[src/rtl/io_bridge_pkg.sv]
// rtl/io_bridge_pkg.sv - shared types and constants for the CPU-to-peripheral I/O bridge
package io_bridge_pkg;

    // Bridge FSM states
    typedef enum logic [1:0] {
        IDLE  = 2'd0,
        ISSUE = 2'd1,
        WAIT  = 2'd2,
        DONE  = 2'd3
    } state_e;

    // Load data returned to the CPU when the peripheral never answers
    localparam logic [7:0] RDATA_ERR = 8'hFF;

    // Wait-cycle counter width; covers the full timeout range 1..255
    localparam int CNT_W = 8;

endpackage

[src/rtl/io_bridge.sv]
// rtl/io_bridge.sv - single-outstanding CPU-to-peripheral read/write bridge with timeout
//
// Accepts one load/store from the CPU while idle, issues a one-cycle read or
// write strobe to the peripheral, waits for the matching ready and reports
// completion (with read data) or a timeout error back to the CPU.
//
// Ports:
//   clk, reset            single clock, synchronous active-high reset
//   cpu_req/we/addr/wdata CPU request side (sampled only while idle)
//   cpu_busy              high whenever a transaction is in flight
//   cpu_done/err/rdata    one-cycle completion pulse, error flag, load data
//   read/write            one-cycle peripheral strobes
//   address/data_in       peripheral address and write data (held until next accept)
//   data_out              peripheral read data, valid with ready_r
//   ready_r/ready_w       peripheral read / write acknowledges
module io_bridge
    import io_bridge_pkg::*;
#(
    parameter int size_addr = 4,
    parameter int timeout   = 15
) (
    input  logic                 clk,
    input  logic                 reset,
    input  logic                 cpu_req,
    input  logic                 cpu_we,
    input  logic [size_addr-1:0] cpu_addr,
    input  logic [7:0]           cpu_wdata,
    output logic                 cpu_busy,
    output logic                 cpu_done,
    output logic                 cpu_err,
    output logic [7:0]           cpu_rdata,
    output logic                 read,
    output logic                 write,
    output logic [size_addr-1:0] address,
    output logic [7:0]           data_in,
    input  logic [7:0]           data_out,
    input  logic                 ready_r,
    input  logic                 ready_w
);

    // Last counter value before giving up; counter starts at 0 on WAIT entry,
    // so the bridge spends exactly 'timeout' cycles in WAIT.
    localparam logic [CNT_W-1:0] CNT_LAST = CNT_W'(timeout - 1);

    state_e                 state_q;
    logic [CNT_W-1:0]       cnt_q;
    logic                   we_q;
    logic                   busy_q;
    logic                   done_q;
    logic                   err_q;
    logic [7:0]             rdata_q;
    logic                   read_q;
    logic                   write_q;
    logic [size_addr-1:0]   addr_q;
    logic [7:0]             wdata_q;

    // Only the acknowledge that matches the outstanding direction counts
    logic ready_match;
    assign ready_match = we_q ? ready_w : ready_r;

    always_ff @(posedge clk) begin
        if (reset) begin
            state_q <= IDLE;
            cnt_q   <= '0;
            we_q    <= 1'b0;
            busy_q  <= 1'b0;
            done_q  <= 1'b0;
            err_q   <= 1'b0;
            rdata_q <= 8'h00;
            read_q  <= 1'b0;
            write_q <= 1'b0;
            addr_q  <= '0;
            wdata_q <= 8'h00;
        end else begin
            case (state_q)
                IDLE: begin
                    if (cpu_req) begin
                        we_q    <= cpu_we;
                        addr_q  <= cpu_addr;
                        wdata_q <= cpu_wdata;
                        read_q  <= !cpu_we;
                        write_q <= cpu_we;
                        busy_q  <= 1'b1;
                        state_q <= ISSUE;
                    end
                end
                ISSUE: begin
                    // A ready arriving while the strobe is still up is stale
                    read_q  <= 1'b0;
                    write_q <= 1'b0;
                    cnt_q   <= '0;
                    state_q <= WAIT;
                end
                WAIT: begin
                    // Ready is checked before the timeout so a ready on the
                    // final cycle still completes cleanly.
                    if (ready_match) begin
                        done_q  <= 1'b1;
                        err_q   <= 1'b0;
                        if (!we_q) begin
                            rdata_q <= data_out;
                        end
                        state_q <= DONE;
                    end else if (cnt_q == CNT_LAST) begin
                        done_q  <= 1'b1;
                        err_q   <= 1'b1;
                        if (!we_q) begin
                            rdata_q <= RDATA_ERR;
                        end
                        state_q <= DONE;
                    end else begin
                        cnt_q <= cnt_q + 1'b1;
                    end
                end
                DONE: begin
                    done_q  <= 1'b0;
                    err_q   <= 1'b0;
                    busy_q  <= 1'b0;
                    state_q <= IDLE;
                end
                default: begin
                    state_q <= IDLE;
                end
            endcase
        end
    end

    assign cpu_busy  = busy_q;
    assign cpu_done  = done_q;
    assign cpu_err   = err_q;
    assign cpu_rdata = rdata_q;
    assign read      = read_q;
    assign write     = write_q;
    assign address   = addr_q;
    assign data_in   = wdata_q;

endmodule
[config.mk]
export PLATFORM = sky130hd
export DESIGN_NAME = io_bridge
export DESIGN_NICKNAME = d
export VERILOG_FILES = /design/src/rtl/io_bridge_pkg.sv /design/src/rtl/io_bridge.sv
export SDC_FILE = /design/constraint.sdc
export NUM_CORES = 1
export LEC_CHECK = 0
export CAP_MARGIN = 20
export CORE_MARGIN = 10
export CORE_UTILIZATION = 45
export DETAILED_ROUTE_END_ITERATION = 6
export GPL_TIMING_DRIVEN = 1
export PLACE_DENSITY = 0.78
export SLEW_MARGIN = 25
export SYNTH_ARGS = -nofsm -noshare
export SYNTH_HDL_FRONTEND = slang
export SYNTH_SLANG_ARGS = --single-unit
[constraint.sdc]
create_clock -name clk -period 2.2 [get_ports clk]
set_input_delay 0.33 -clock clk [delete_from_list [all_inputs] [get_ports clk]]
set_output_delay 0.33 -clock clk [all_outputs]
set_load 0.005 [all_outputs]
==> results of run 1 <==
-- final timing paths --
check | startpoint | end | slack (ps) | depth (start not counted)
worst min-delay path | data_in[4] | data_in[4] | 460 | 2
worst max register to register | cnt_q[1] | cnt_q[2] | 450 | 5
worst max-delay path | cnt_q[1] | cnt_q[2] | 450 | 5
worst min register to register | data_in[4] | data_in[4] | 460 | 2
-- cells by family (layout without fill, tap and decap cells) --
logic type | count (synthesis) | in the layout | synth area share
multiplexers | 2 | 2 | 0.0156
buffers and inverters | 16 | 75 | 0.0391
AO/OA/AOI/OAI | 61 | 61 | 0.234
AND/OR/NAND/NOR | 75 | 75 | 0.214
flip-flops | 36 | 36 | 0.451
adder cells (fa/ha/maj) | 6 | 6 | 0.0469
-- power by group through the flow --
stage                     combinational [uW]  clock (uW)  sequential (uW)
final                                    787         356              822
after global routing                     892         387              838
after CTS                                795         361              824
after detailed placement                 790           0              839
after global placement                   787           0              834
after floorplan                          418           0              846
-- layout by cell type (no fill, tap or decap), types with 3 or more instances in the layout --
cell and instances:
o211ai_1 3, o21ai_0 5, buf_4 10, ha_1 6
a21oi_1 31, nand2_1 33, inv_1 7, nor2_1 17
clkbuf_4 5, a211oi_1 10, dfxtp_1 36, nand3_1 8
a21o_1 3, or4_1 3, clkdlybuf4s50_1 50, nor3_1 3
-- through the flow --
step           total power [uW]  setup slack [ps]  utilization  cells  hold slack [ps]
2_1_floorplan              1260               496            -    196              453
5_1_grt                    2120               306        0.664    301              478
3_3_place_gp               1620               237        0.648    293              441
3_5_place_dp               1630               173        0.648    293              447
4_1_cts                    1980               446        0.664    301              463
6_report                   1970               452        0.664    301              460
-- state kept, by name, summed over array words and instances (netlist names) --
register	cells
cnt_q	8
cpu_rdata	8
data_in	8
address	4
state_q	2
cpu_busy	1
cpu_done	1
cpu_err	1
read	1
we_q	1
write	1
-- worst min-delay path, delay by kind of cell, from the launching register on --
kind / cells / cell delay [ps]
AOI/OAI and AO/OA: 1 / 50
DFF: 1 / 330
and+or+nand+nor: 1 / 50
-- area by class of cell --
cell class | count | area (sq um)
multi-input combinational | 144 | 816
clock buffer | 5 | 37.5
tap | 46 | 57.6
timing repair buffer | 60 | 576
clock inverter | 3 | 18.8
sequential | 36 | 721
inverter | 7 | 26.3
fill | 280 | 1140
-- layer usage --
layer / global-route usage / part of all wire / vias to the layer above
li1: - / - / 810
met1: 0.171 / 0.44 / 744
met2: 0.221 / 0.49 / 30
met3: 0.0484 / 0.058 / 4
met4: 0.0556 / 0.0070 / 0
met5: 0 / 0 / -
==> impl_metrics.csv, run 1 <==
group,metric,value,unit
status,status,"complete, no violations",
worst_setup_path,critPathMaxFanout,7,
clocking,cts_setup_buffers,0,
layout,n_antenna_cell,0,
timing,report.final.setup_viol,0,
clocking,cts_tree,"built",
pwr,p_comb_frac,0.400,
pwr,seq_power_share,0.418,
worst_setup_path,end_kind,"flop",
layout,postLayoutCellArea,0.00225,sq mm
routing,drc_errors,0,
die,die_h,79.6,um
die,rows,21,
worst_setup_path,crit_family,"simple AND/OR/NAND/NOR gates",
timing,fin_skew,4.86,ps
worst_setup_path,cp_data_arrival_time,2030,ps
synthesis,synth_nets,228,
worst_setup_path,slowest_stage,"a211o_1",
timing,max-slew-margin-rel,0.675,
synthesis,synth.area.top_cells,"dfxtp_1, a21oi_1, nand2_1, a211oi_1, ha_1",
clocking,ctsResizeCount,0,
placed_design,hpwl,3.18,mm
pwr,leakage,0.000806,uW
die,die_area,0.00634,sq mm
worst_setup_path,path_cells,"ha_1 -> and3_1 -> a211o_1 -> or3_1 -> a21oi_1",
run,cap_violations,0,
global_route,gr-total-overflow,0,
synthesis,ys_seq_area_frac,0.451,
pwr,vdd_drop_max,0.620,mV
routing,viasPerCell,5.28,
routing,post_drt_wl_per_cell,13.7,um
synthesis,synth-async-reset-ratio,0,
timing,report.final.slew_viol_count,0,
routing,dr.pass1.iters,4,
synthesis,yosys.area.top_type_share,0.451,
worst_setup_path,cp.required,2480,ps
timing,post-route-min-period,1750,ps
placed_design,postPlaceCellArea,0.00220,sq mm
synthesis,synth_common_cells,"dfxtp_1, nand2_1, a21oi_1, nor2_1, a211oi_1",
clocking,cts_buffer_depth,2,
timing,tightest_slew,487,ps
die,pin_count,51,
synthesis,ys_warn_count,0,
clocking,clk_pin_slew_worst_paths,120,ps
synthesis,post_synth.cell_area_avg,8.16,sq um
routing,routed-via-count,1588,
pwr,p_sw,703,uW
synthesis,yosysTopAreaCell,"dfxtp_1",
clocking,htreeDepth,2,
routing,totalWireLength,4.14,mm
clocking,clk_latency,340,ps
pwr,switching_share,0.357,
placed_design,globalplace.congestion,0.835,
synthesis,synth_area,0.00160,sq mm
die,start_util,0.472,
pwr,powerDensity,873,mW/mm^2
worst_setup_path,start_kind,"flop",
global_route,grt_max_degree,16,
global_route,grt_pass1_wl,7.30,mm
worst_setup_path,critical_path_class,"flop to flop",
synthesis,synth_ff_type,"dfxtp_1",
clocking,ctsHoldBuffers,0,
routing,ant_nets,0,
synthesis,ys_ff_latch,36,
synthesis,yosysMostFrequentCell,"dfxtp_1",
synthesis,synth-edff-count,0,
global_route,antenna_found_initial,0,
placed_design,portBuffers,50,
global_route,grt_pass1_vias,1556,
routing,first_iter_violations,179,
timing,hold_viol_final,0,
global_route,grt_usage,0.141,
worst_setup_path,max_stage_delay,400,ps
layout,syn2layout_area_growth,40.8,%
timing,period_share,0.794,
hold_path,min_path_type,"flop to flop",
layout,drive_gt1_frac,0.0784,
synthesis,yosysUniqueCellTypes,34,
clocking,cts_made_buffers,5,
clocking,root_buffer,"clkbuf_4",
layout,final_nets,286,
timing,max_freq,572,MHz
die,core_region_area,0.00339,sq mm
timing,fin_setup_tns,0,ps
timing,rsz0062_at_grt,"no",
pwr,p_clk_frac,0.181,
pwr,internal_power,1260,uW
worst_setup_path,crit_buf_inv,0,
synthesis,synthCells,196,
clocking,cts.sinks,36,
die,dieWidth,79.6,um
No activity file was read; power rests on OpenSTA's default activity.
==> run 2, diff against run 1 <==
Clock period 2.2 ns to 1.7 ns, I/O delays scaled along.
==> impl_metrics.csv, run 2 (synthesized netlist as in run 1, its figures left out) <==
group,metric,value,unit
routing,wl_met3,251,um
routing,first_iter_violations,83,
layout,syn2layout_area_growth,48.4,%
worst_setup_path,cp_data_arrival_time,1890,ps
worst_setup_path,crit_cells,6,
hold_path,whs_path_depth,3,
timing,fin_skew,9.38,ps
die,rows,21,
clocking,cts.sinks,36,
clocking,cts_buffer_depth,2,
run,cap_violations,0,
worst_setup_path,r2r_cells,6,
timing,tightest_slew,367,ps
layout,drive_gt1_frac,0.132,
routing,routed-via-count,1604,
worst_setup_path,crit_family,"simple AND/OR/NAND/NOR gates",
routing,ant_nets,0,
timing,report.final.setup_viol,0,
layout,utilization,0.700,
die,die_h,79.6,um
timing,post-route-min-period,1620,ps
worst_setup_path,cp.required,1980,ps
die,dieWidth,79.6,um
routing,drt-met1-wl,1.88,mm
global_route,gr-total-overflow,0,
hold_path,min_path_type,"input pin to flop",
clocking,clk_latency,340,ps
global_route,grt_pass1_wl,7.22,mm
routing,totalWireLength,4.36,mm
placed_design,postPlaceCellArea,0.00227,sq mm
clocking,htreeDepth,2,
routing,wl_met2,2.18,mm
placed_design,portBuffers,50,
timing,max-slew-margin-rel,0.755,
timing,hold_viol_final,0,
worst_setup_path,max_stage_delay,360,ps
timing,period_share,0.951,
clocking,ctsHoldBuffers,0,
status,status,"complete, no violations",
clocking,clk_pin_slew_worst_paths,120,ps
die,start_util,0.472,
routing,routed.top_layer,"met4",
pwr,vdd_drop_max,0.678,mV
layout,mostFrequentLayoutCell,"clkdlybuf4s50_1",
routing,drc_errors,0,
placed_design,hpwl,3.33,mm
placed_design,globalplace.congestion,0.845,
routing,post_drt_wl_per_cell,14.0,um
layout,layout_common_cells,"clkdlybuf4s50_1, dfxtp_1, nand2_1, a21oi_1, buf_4",
pwr,powerDensity,1170,mW/mm^2
worst_setup_path,critical_path_class,"flop to flop",
pwr,finalPower,2770,uW
worst_setup_path,slowest_stage,"a211o_4",
routing,dr.pass1.iters,4,
clocking,cts_tree,"built",
worst_setup_path,start_kind,"flop",
global_route,antenna_found_initial,0,
global_route,grt_usage,0.142,
pwr,leakage,0.000861,uW
layout,final_nets,296,
worst_setup_path,critPathMaxFanout,5,
routing,viasPerCell,5.16,
die,die_area,0.00634,sq mm
die,core_region_area,0.00339,sq mm
worst_setup_path,crit_buf_inv,1,
clocking,root_buffer,"clkbuf_4",
clocking,cts_setup_buffers,0,
worst_setup_path,path_cells,"inv_1 -> ha_1 -> and3_4 -> a211o_4 -> or3_1 -> a21oi_1",
worst_setup_path,end_kind,"flop",
die,pin_count,51,
global_route,grt_max_degree,13,
layout,n_antenna_cell,0,
timing,report.final.slew_viol_count,0,
clocking,cts_made_buffers,5,
clocking,ctsResizeCount,0,
global_route,grt_pass1_vias,1582,
timing,max_freq,619,MHz
layout,postLayoutCellArea,0.00237,sq mm
run 2: worst reg2reg max path, stage by stage, from the launching register on:
cell,delay (ps)
dfxtp_2,340
inv_1,40
ha_1,180
and3_4,200
a211o_4,360
or3_1,320
a21oi_1,120
run 2: path summary, 6_finish.rpt:
kind / from / endpoint / slack [ps]
hold / removal: cpu_wdata[7] / data_in[7] / 440
hold reg to reg: data_in[6] / data_in[6] / 460
setup / recovery: cnt_q[0] / cnt_q[2] / 80
setup reg to reg: cnt_q[0] / cnt_q[2] / 80
run 2: cell type report:
cell class | count | area [sq um]
repair buffers | 70 | 651
fillers | 284 | 1020
flip-flops and latches | 36 | 722
multi-input cells | 144 | 837
well taps | 46 | 57.6
inverters | 7 | 26.3
clock inverters | 3 | 42.5
clock buffers | 5 | 37.5
run 2: stage by stage:
stage	hold slack, ps	cells	setup WS (ps)	TNS [ps]
6_report	439	311	83.4	0
5_1_grt	422	311	-1.62	-1.62
4_1_cts	422	311	27.5	0
3_5_place_dp	447	303	-166	-1020
3_3_place_gp	441	303	-132	-580
2_1_floorplan	391	196	49.6	0
run 2: per-layer routing:
layer | vias up | global-route usage
li1 | 832 | -
met1 | 734 | 0.156
met2 | 34 | 0.239
met3 | 4 | 0.0574
met4 | 0 | 0.0538
met5 | - | 0
run 2: where the power goes:
| group | internal, uW | switching (uW) | leakage [uW] |
|---|---|---|---|
| registers | 987 | 77.1 | 0.000294 |
| logic | 550 | 557 | 0.000526 |
| clock network | 307 | 297 | 0.0000412 |
| total | 1840 | 930 | 0.000861 |
==> run 3, diff against run 2 <==
Settings changed: TNS_END_PERCENT from default to 100.
==> results of run 3 <==
Same layout as run 2: the final DEF is identical, and so are final timing and power.
